<file path="config.mk">
export PLATFORM = sky130hd
export DESIGN_NAME = alu_seq
export DESIGN_NICKNAME = d
export VERILOG_FILES = /design/src/rtl/alu_seq.sv
export SDC_FILE = /design/constraint.sdc
export NUM_CORES = 1
export LEC_CHECK = 0
export BUFFER_PORTS_ARGS = -buffer_cell sky130_fd_sc_hd__buf_4
export CAP_MARGIN = 10
export CORE_UTILIZATION = 55
export DETAILED_ROUTE_END_ITERATION = 7
export HOLD_SLACK_MARGIN = 0.02
export PLACE_DENSITY = 0.74
export SETUP_SLACK_MARGIN = 0.15
export SLEW_MARGIN = 20
export SYNTH_ARGS = -nofsm -noshare
export SYNTH_HDL_FRONTEND = slang
export SYNTH_SLANG_ARGS = --single-unit
export TNS_END_PERCENT = 50
</file>
<file path="constraint.sdc">
create_clock -name clk -period 4.35 [get_ports clk]
set_clock_uncertainty 0.15 [all_clocks]
set_input_delay 0.87 -clock clk [delete_from_list [all_inputs] [get_ports clk]]
set_output_delay 0.87 -clock clk [all_outputs]
set_load 0.02 [all_outputs]
</file>
<file path="src/rtl/alu_seq.sv">
// Registered, valid/ready ALU with a multi-cycle shift-add multiplier and sticky flags.
// Optional signed saturation of ADD/SUB is enabled by defining ALU_SAT_EN.
module alu_seq #(
  parameter int WIDTH = 8,
  parameter int SHW   = $clog2(WIDTH)
) (
  input  logic             clk,
  input  logic             rst,
  input  logic             in_valid,
  output logic             in_ready,
  input  logic [WIDTH-1:0] A,
  input  logic [WIDTH-1:0] B,
  input  logic [3:0]       Sel,
  output logic             out_valid,
  input  logic             out_ready,
  output logic [WIDTH-1:0] Y,
  output logic [4:0]       flags,
  output logic [4:0]       sticky,
  input  logic             clr_sticky
);

  localparam int            CW     = $clog2(WIDTH);
  localparam logic [CW-1:0] LAST   = CW'(WIDTH - 1);
  localparam logic [3:0]    OP_MUL = 4'd9;
`ifdef ALU_SAT_EN
  localparam bit SAT_EN = 1'b1;
`else
  localparam bit SAT_EN = 1'b0;
`endif

  typedef enum logic [1:0] {IDLE, MUL, DONE} state_t;

  state_t state, state_nxt;

  logic [WIDTH-1:0]   a_p1;
  logic [WIDTH-1:0]   b_p1;
  logic [2*WIDTH-1:0] acc_p1;
  logic [CW-1:0]      cnt_p1;
  logic [WIDTH-1:0]   y_p2;
  logic [4:0]         flags_p2;
  logic               vld_p2;
  logic [4:0]         sticky_q;
  logic               accept;
  logic               accept_mul;
  logic [WIDTH+4:0]   single_res;
  logic [WIDTH-1:0]   mul_y;
  logic               mul_hi;

  function automatic logic [WIDTH-1:0] saturate(input logic [WIDTH-1:0] y,
                                                input logic v, input logic neg);
    logic [WIDTH-1:0] clamp;
    clamp = neg ? {1'b1, {(WIDTH-1){1'b0}}} : {1'b0, {(WIDTH-1){1'b1}}};
    return (SAT_EN && v) ? clamp : y;
  endfunction

  function automatic logic [4:0] mk_flags(input logic [WIDTH-1:0] y,
                                          input logic v, input logic c);
    return {y[WIDTH-1], ~|y, v, ^y, c};
  endfunction

  // Returns {Y, flags} for every opcode that completes in one cycle.
  function automatic logic [WIDTH+4:0] single_op(input logic [3:0] sel,
                                                 input logic [WIDTH-1:0] a,
                                                 input logic [WIDTH-1:0] b);
    logic [WIDTH:0]        sum;
    logic [WIDTH:0]        shl;
    logic [WIDTH:0]        shr;
    logic signed [WIDTH:0] asr;
    logic [SHW-1:0]        amt;
    logic [WIDTH-1:0]      y;
    logic                  v;
    logic                  c;
    logic                  known;
    sum   = '0;
    shl   = '0;
    shr   = '0;
    asr   = '0;
    amt   = b[SHW-1:0];
    y     = '0;
    v     = 1'b0;
    c     = 1'b0;
    known = 1'b1;
    case (sel)
      4'd0: begin
        sum = {1'b0, a} + {1'b0, b};
        c   = sum[WIDTH];
        v   = (a[WIDTH-1] == b[WIDTH-1]) && (sum[WIDTH-1] != a[WIDTH-1]);
        y   = saturate(sum[WIDTH-1:0], v, a[WIDTH-1]);
      end
      4'd1: begin
        sum = {1'b0, a} - {1'b0, b};
        c   = sum[WIDTH];
        v   = (a[WIDTH-1] != b[WIDTH-1]) && (sum[WIDTH-1] != a[WIDTH-1]);
        y   = saturate(sum[WIDTH-1:0], v, a[WIDTH-1]);
      end
      4'd2: y = a & b;
      4'd3: y = a | b;
      4'd4: y = a ^ b;
      4'd5: y = ~a;
      4'd6: begin
        // One guard bit above/below the operand holds the last bit shifted out.
        shl = {1'b0, a} << amt;
        y   = shl[WIDTH-1:0];
        c   = shl[WIDTH];
      end
      4'd7: begin
        shr = {a, 1'b0} >> amt;
        y   = shr[WIDTH:1];
        c   = shr[0];
      end
      4'd8: begin
        asr = $signed({a, 1'b0}) >>> amt;
        y   = asr[WIDTH:1];
        c   = asr[0];
      end
      default: known = 1'b0;
    endcase
    return {y, known ? mk_flags(y, v, c) : 5'b0};
  endfunction

  assign accept     = in_valid & in_ready;
  assign accept_mul = accept & (Sel == OP_MUL);
  assign single_res = single_op(Sel, A, B);
  assign mul_y      = acc_p1[WIDTH-1:0];
  assign mul_hi     = |acc_p1[2*WIDTH-1:WIDTH];

  always_ff @(posedge clk or posedge rst) begin
    if (rst) state <= IDLE;
    else     state <= state_nxt;
  end

  always_comb begin
    state_nxt = state;
    case (state)
      IDLE:    if (accept_mul) state_nxt = MUL;
      MUL:     if (cnt_p1 == LAST) state_nxt = DONE;
      DONE:    state_nxt = IDLE;
      default: state_nxt = IDLE;
    endcase
  end

  always_comb begin
    in_ready = (state == IDLE) & (~vld_p2 | out_ready);
  end

  // Stage 1: multiplier operand latch and shift-add accumulation.
  always_ff @(posedge clk or posedge rst) begin
    if (rst) begin
      a_p1   <= '0;
      b_p1   <= '0;
      acc_p1 <= '0;
      cnt_p1 <= '0;
    end else if (accept_mul) begin
      a_p1   <= A;
      b_p1   <= B;
      acc_p1 <= '0;
      cnt_p1 <= '0;
    end else if (state == MUL) begin
      if (b_p1[cnt_p1])
        acc_p1 <= acc_p1 + ({{WIDTH{1'b0}}, a_p1} << cnt_p1);
      cnt_p1 <= cnt_p1 + 1'b1;
    end
  end

  // Stage 2: result register, held while the sink stalls.
  always_ff @(posedge clk or posedge rst) begin
    if (rst) begin
      y_p2     <= '0;
      flags_p2 <= '0;
      vld_p2   <= 1'b0;
    end else if (accept && !accept_mul) begin
      y_p2     <= single_res[WIDTH+4:5];
      flags_p2 <= single_res[4:0];
      vld_p2   <= 1'b1;
    end else if (state == DONE) begin
      y_p2     <= mul_y;
      flags_p2 <= mk_flags(mul_y, mul_hi, mul_hi);
      vld_p2   <= 1'b1;
    end else if (out_ready) begin
      vld_p2   <= 1'b0;
    end
  end

  always_ff @(posedge clk or posedge rst) begin
    if (rst)                       sticky_q <= '0;
    else if (clr_sticky)           sticky_q <= '0;
    else if (vld_p2 && out_ready)  sticky_q <= sticky_q | flags_p2;
  end

  assign out_valid = vld_p2;
  assign Y         = y_p2;
  assign flags     = flags_p2;
  assign sticky    = sticky_q;

endmodule

</file>
* Word level (Yosys, flattened, before mapping)
Cells that the tools add are included.
** Storage, ports and cells
- Output and inout port bits :: 20
- Input port bits :: 25
- Logic and storage cells :: 92
- Bits in registers :: 56
** Cells by class
- Equality and inequality tests :: 18
- Reduce and logical (&&, ||, !) cells :: 22
- Bitwise logic cells :: 10
- Multiplexer cells :: 24
- Add/subtract/negate cells :: 4
- Order comparisons :: 1
- Shift-type cells :: 4
** Operators by type and width (count)
- 8-bit one-hot mux with 9 select lines :: 1
- 16-bit two-way mux :: 3
- 5-bit two-way mux :: 5
- 8-bit OR reduction :: 3
- 16-bit adder :: 1
- 4-bit by 3-bit == test with 1-bit output, second input constant :: 4
- 8-bit two-way mux :: 2
- 8-bit parity :: 2
- 8-bit by 3-bit << shifter with 16-bit output :: 1
- 8-bit by 8-bit adder with 9-bit output :: 1
- 9-bit OR reduction :: 1
- 8-bit by 3-bit << shifter with 9-bit output :: 1
- 9-bit by 3-bit >> shifter with 9-bit output :: 1
- 9-bit by 3-bit >>> shifter with 9-bit output :: 1
- 8-bit by 8-bit subtractor with 9-bit output :: 1
- 8-bit bitwise AND :: 1
- 4-bit by 2-bit == test with 1-bit output, second input constant :: 2
- 4-bit == test, second input constant :: 2
- 8-bit inverter :: 1
- 8-bit bitwise OR :: 1
- 2-bit nonzero test :: 4
- 8-bit bitwise XOR :: 1
- 3-bit two-way mux :: 2
- 1-bit two-way mux :: 5
- other kinds (24) :: 36

* Longest topological paths before layout
- Word-level depth :: 8
- Depth in mapped cells :: 15
- Depth with buffers taken out :: 14

* Worst setup path before layout
OpenSTA, ideal clock, no wires.
- Path kind :: in2reg
- From :: input B[1]
- To :: register flags_p2[1] (netlist: flags[1])
- Arrival :: 3.525 ns
- Slack :: 0.554 ns
- Library setup time :: 0.121 ns
- Buffers on the path :: 2
- Cell stages on the path :: 15
- Required time :: 4.079 ns
- Cells stage by stage :: buf_2 buf_2 inv_1 ha_1 or2_1 a221oi_2 or4_1 a21oi_2 xnor2_1 o2111a_1 ha_1 xnor2_1 xnor2_1 nor2_1 o22a_1
** Between the ends
- Longest elaborated chain between the ends :: 5
- Elaborated cells on any way between the ends :: 12
- Classes of those cells :: 2 x add/sub; 3 x shift; 3 x mux; 3 x bitwise; 1 x reduce/logical
** RTL lines
- start, declared :: RTL line 12 : input logic [WIDTH-1:0] B,
- 8-bit by 8-bit subtractor with 9-bit output (tied with other cells) :: RTL line 91 : sum = {1'b0, a} - {1'b0, b};
- 8-bit one-hot mux with 9 select lines * :: RTL line 83 : case (sel)
- 8-bit parity * :: RTL line 58 : return {y[WIDTH-1], ~|y, v, ^y, c};
- 5-bit two-way mux * :: RTL line 118 : return {y, known ? mk_flags(y, v, c) : 5'b0};
- 5-bit two-way mux * :: RTL line 171 : end else if (accept && !accept_mul) begin
- end signal, assigned :: RTL line 173 : flags_p2 <= single_res[4:0];
- end signal, assigned :: RTL line 177 : flags_p2 <= mk_flags(mul_y, mul_hi, mul_hi);
- end, declared :: RTL line 40 : logic [4:0] flags_p2;
Every way passes the cells marked *; elsewhere a longest branch is shown, timed or not.
A chain may end at the register's enable or synchronous reset.

* Worst setup path in the final report
- From :: input B[2]
- To :: register flags_p2[1] (netlist: flags[1])
The elaborated chain is that of the path after synthesis.

==> metrics.cfg <==
[sta]
fmax_ghz = 0.2573
final.setup.tns_ns = 0
period_share_pct = 89.36
slew_headroom_pct = 40.28
worst_slew_pin_slew_ns = 0.8945
finalHoldWorstSlack_ns = 0.3381
rsz0062_at_grt = false
maxSlewViolCount = 0
period_needed_ns = 3.887
setup_viol = 0
hold_viol_final = 0

[power]
p_comb_share_pct = 58.6
switching_share_pct = 45.70
p_per_area_nw_per_um2 = 521.7
vdd_drop_max_mv = 0.2645
leakage_nw = 2.599
pwr-share-seq_pct = 31.5
pwr-share-clk_pct = 9.9
p_int_mw = 1.633
switching_power_mw = 1.374

[cts]
htreeDepth = 2
cts_setup_buffers = 0
cts-root-buf = clkbuf_8
clock-sinks = 56
cts_buffer_depth = 2
cts_buffers = 5
clk_pin_slew_worst_paths_ns = 0.09
holdBufCountCts = 0
cts_resized = 0
clk_latency_ns = 0.32
cts_tree = done

[floorplanning]
die_x_um = 99.99
num_rows = 35
die_h_um = 99.99
core_um2 = 9284
dieArea_um2 = 9998
start_util_pct = 56.89
ios = 45

[logic_synthesis]
synth_compound_area_share_pct = 24.02
yosys.area_share.adder_pct = 12.98
synth_seq_cells = 56
synthSimpleGateAreaFrac_pct = 16.89
syn-cell-area_um2 = 5281
netlist_instances = 643
synthArstFlopShare_pct = 100.0
synth-edff-count = 0
ys_seq_area_share_pct = 26.53
syn_avg_cell_area_um2 = 8.214
synth_ff_type = dfrtp_1
synth_mux_area_share_pct = 9.121
synth-xor-area-share_pct = 4.975
synth_top_family_by_area = compound AO/OA/AOI/OAI gates
ys_types = 65
yosys_warnings = 0
syn_nets = 721

[worst_setup_path]
reg2reg_depth = 10
critPathArrivalTime_ns = 3.94
path_class = in -> reg
r2r_setup_slack_ns = 0.63
cp_max_fo = 15
r2r-end = acc_p1[12]
rr_startpoint = cnt_p1[0]
endpoint_kind = flop
crit_end = flags[1]
critPathLaunchType = input port
crit_start = B[2]
cp.required_ns = 4.40

[finish]
drive_gt1_share_pct = 12.29
fin_cells = 796
final_common_cell = nand2_1
areaGrowthSynthToFinish_pct = 9.121
finalInstanceArea_um2 = 5763
diodes = 0
final_core_util_pct = 62.08
fin_nets = 745
layout_common_cells = 79 x nand2_1, 59 x o21ai_0, 56 x dfrtp_1, 54 x nor2_1, 51 x buf_4

[global_routing]
antenna_found_initial = 0
grt_max_degree = 43
grt_pass1_wl_um = 23980
grt_pass1_vias = 4642
grt-ovfl-total = 0
grt_usage_pct = 30.58

[drt]
vias_per_cell = 6.098
wl_um = 14630
dr.first_iter.drc_count = 284
antenna_left = 0
vias = 4854
wl_per_cell_um = 18.38
route.detailed.drc = 0
first_pass_iters = 5

[place]
dpl.hpwl_um = 11430
gp_congestion = 1.059
place_area_um2 = 5672
dp.cells = 789
numPortBuffers = 44

[worst_hold_path]
hold_class = reg -> reg

[flow_run]
cap_violations = 0

[outcome]
status = completed

-- routing by layer --
metal	GRT usage [%]	wire length (um)
met1	43.77	6645
met4	10.14	394
met2	47.90	6668
met5	0	0
met3	4.039	919
-- through the flow --
step / setup slack (ns) / power [mW]
6_report: 0.4628 / 3.007
5_1_grt: 0.2910 / 3.271
4_1_cts: 0.5356 / 2.995
3_5_place_dp: 0.2097 / 2.693
3_3_place_gp: 0.1775 / 2.649
2_1_floorplan: 0.5542 / 2.216
-- power by group through the flow --
stage                     clock network, mW  registers, mW  logic [mW]
after CTS                             0.303          0.946        1.75
after global routing                  0.328          0.976        1.97
after detailed placement                  0          0.954        1.74
final                                 0.297          0.946        1.76
after global placement                    0          0.949        1.70
after floorplan                           0          0.929        1.29
-- cell usage after synthesis (9+ instances only) --
cell,number,share of area [%]
a21oi_1,45,4.3
ha_1,50,12
o21ai_0,59,5.6
o22ai_1,9,1.1
o31ai_1,10,1.4
clkbuf_1,19,1.4
o211ai_1,12,1.7
o21ai_1,10,0.95
nand2b_1,14,1.7
a211oi_1,11,1.6
buf_2,12,1.1
nor3_1,10,0.95
inv_1,35,2.5
nand2_1,79,5.6
nor2_1,54,3.8
dfrtp_1,56,27
xnor2_1,24,4.0
mux2i_1,23,4.4
-- worst max-delay path, cell delays in order --
cell,delay (ns)
buf_4,0.18
clkinv_1,0.15
ha_1,0.42
o21ai_0,0.41
o21bai_1,0.16
mux2i_1,0.14
o21ai_0,0.22
o211ai_1,0.17
a21oi_1,0.34
ha_1,0.31
xnor2_1,0.18
xnor2_1,0.14
nor2_1,0.06
o22a_1,0.18
-- registers in the layout, summed over array words and instances, names as in the netlist --
| register | flops |
|---|---|
| sticky | 5 |
| a_p1 | 8 |
| flags | 5 |
| out_valid | 1 |
| b_p1 | 8 |
| acc_p1 | 16 |
| state | 2 |
| cnt_p1 | 3 |
| Y | 8 |
-- worst min path at each step --
stage	cells after the start	startpoint	end	slack (ns)
floorplan	2	b_p1[2]	b_p1[2]	0.29
global placement	2	b_p1[5]	b_p1[5]	0.31
detailed placement	2	b_p1[2]	b_p1[2]	0.32
CTS	2	b_p1[2]	b_p1[2]	0.34
global route	2	b_p1[2]	b_p1[2]	0.36
finish	2	b_p1[2]	b_p1[2]	0.34
-- cell families (layout without fill, tap and decap cells) --
family,after synthesis,count (layout)
AOI/OAI and AO/OA,203,203
xor gates and xnor gates,30,30
adders and majority gates,53,53
buffers and inverters,70,94
DFF,56,56
muxes,37,37
and+or+nand+nor,194,194
-- cell type report --
cell class | count | area [um^2]
Clock buffer | 6 | 82.58
Clock inverter | 1 | 8.758
Fill cell | 865 | 3521
Inverter | 36 | 135.1
Multi-Input combinational cell | 517 | 3591
Sequential cell | 56 | 1401
Tap cell | 129 | 161.4
Timing Repair Buffer | 51 | 382.9
(Power assumes the default switching activity.)
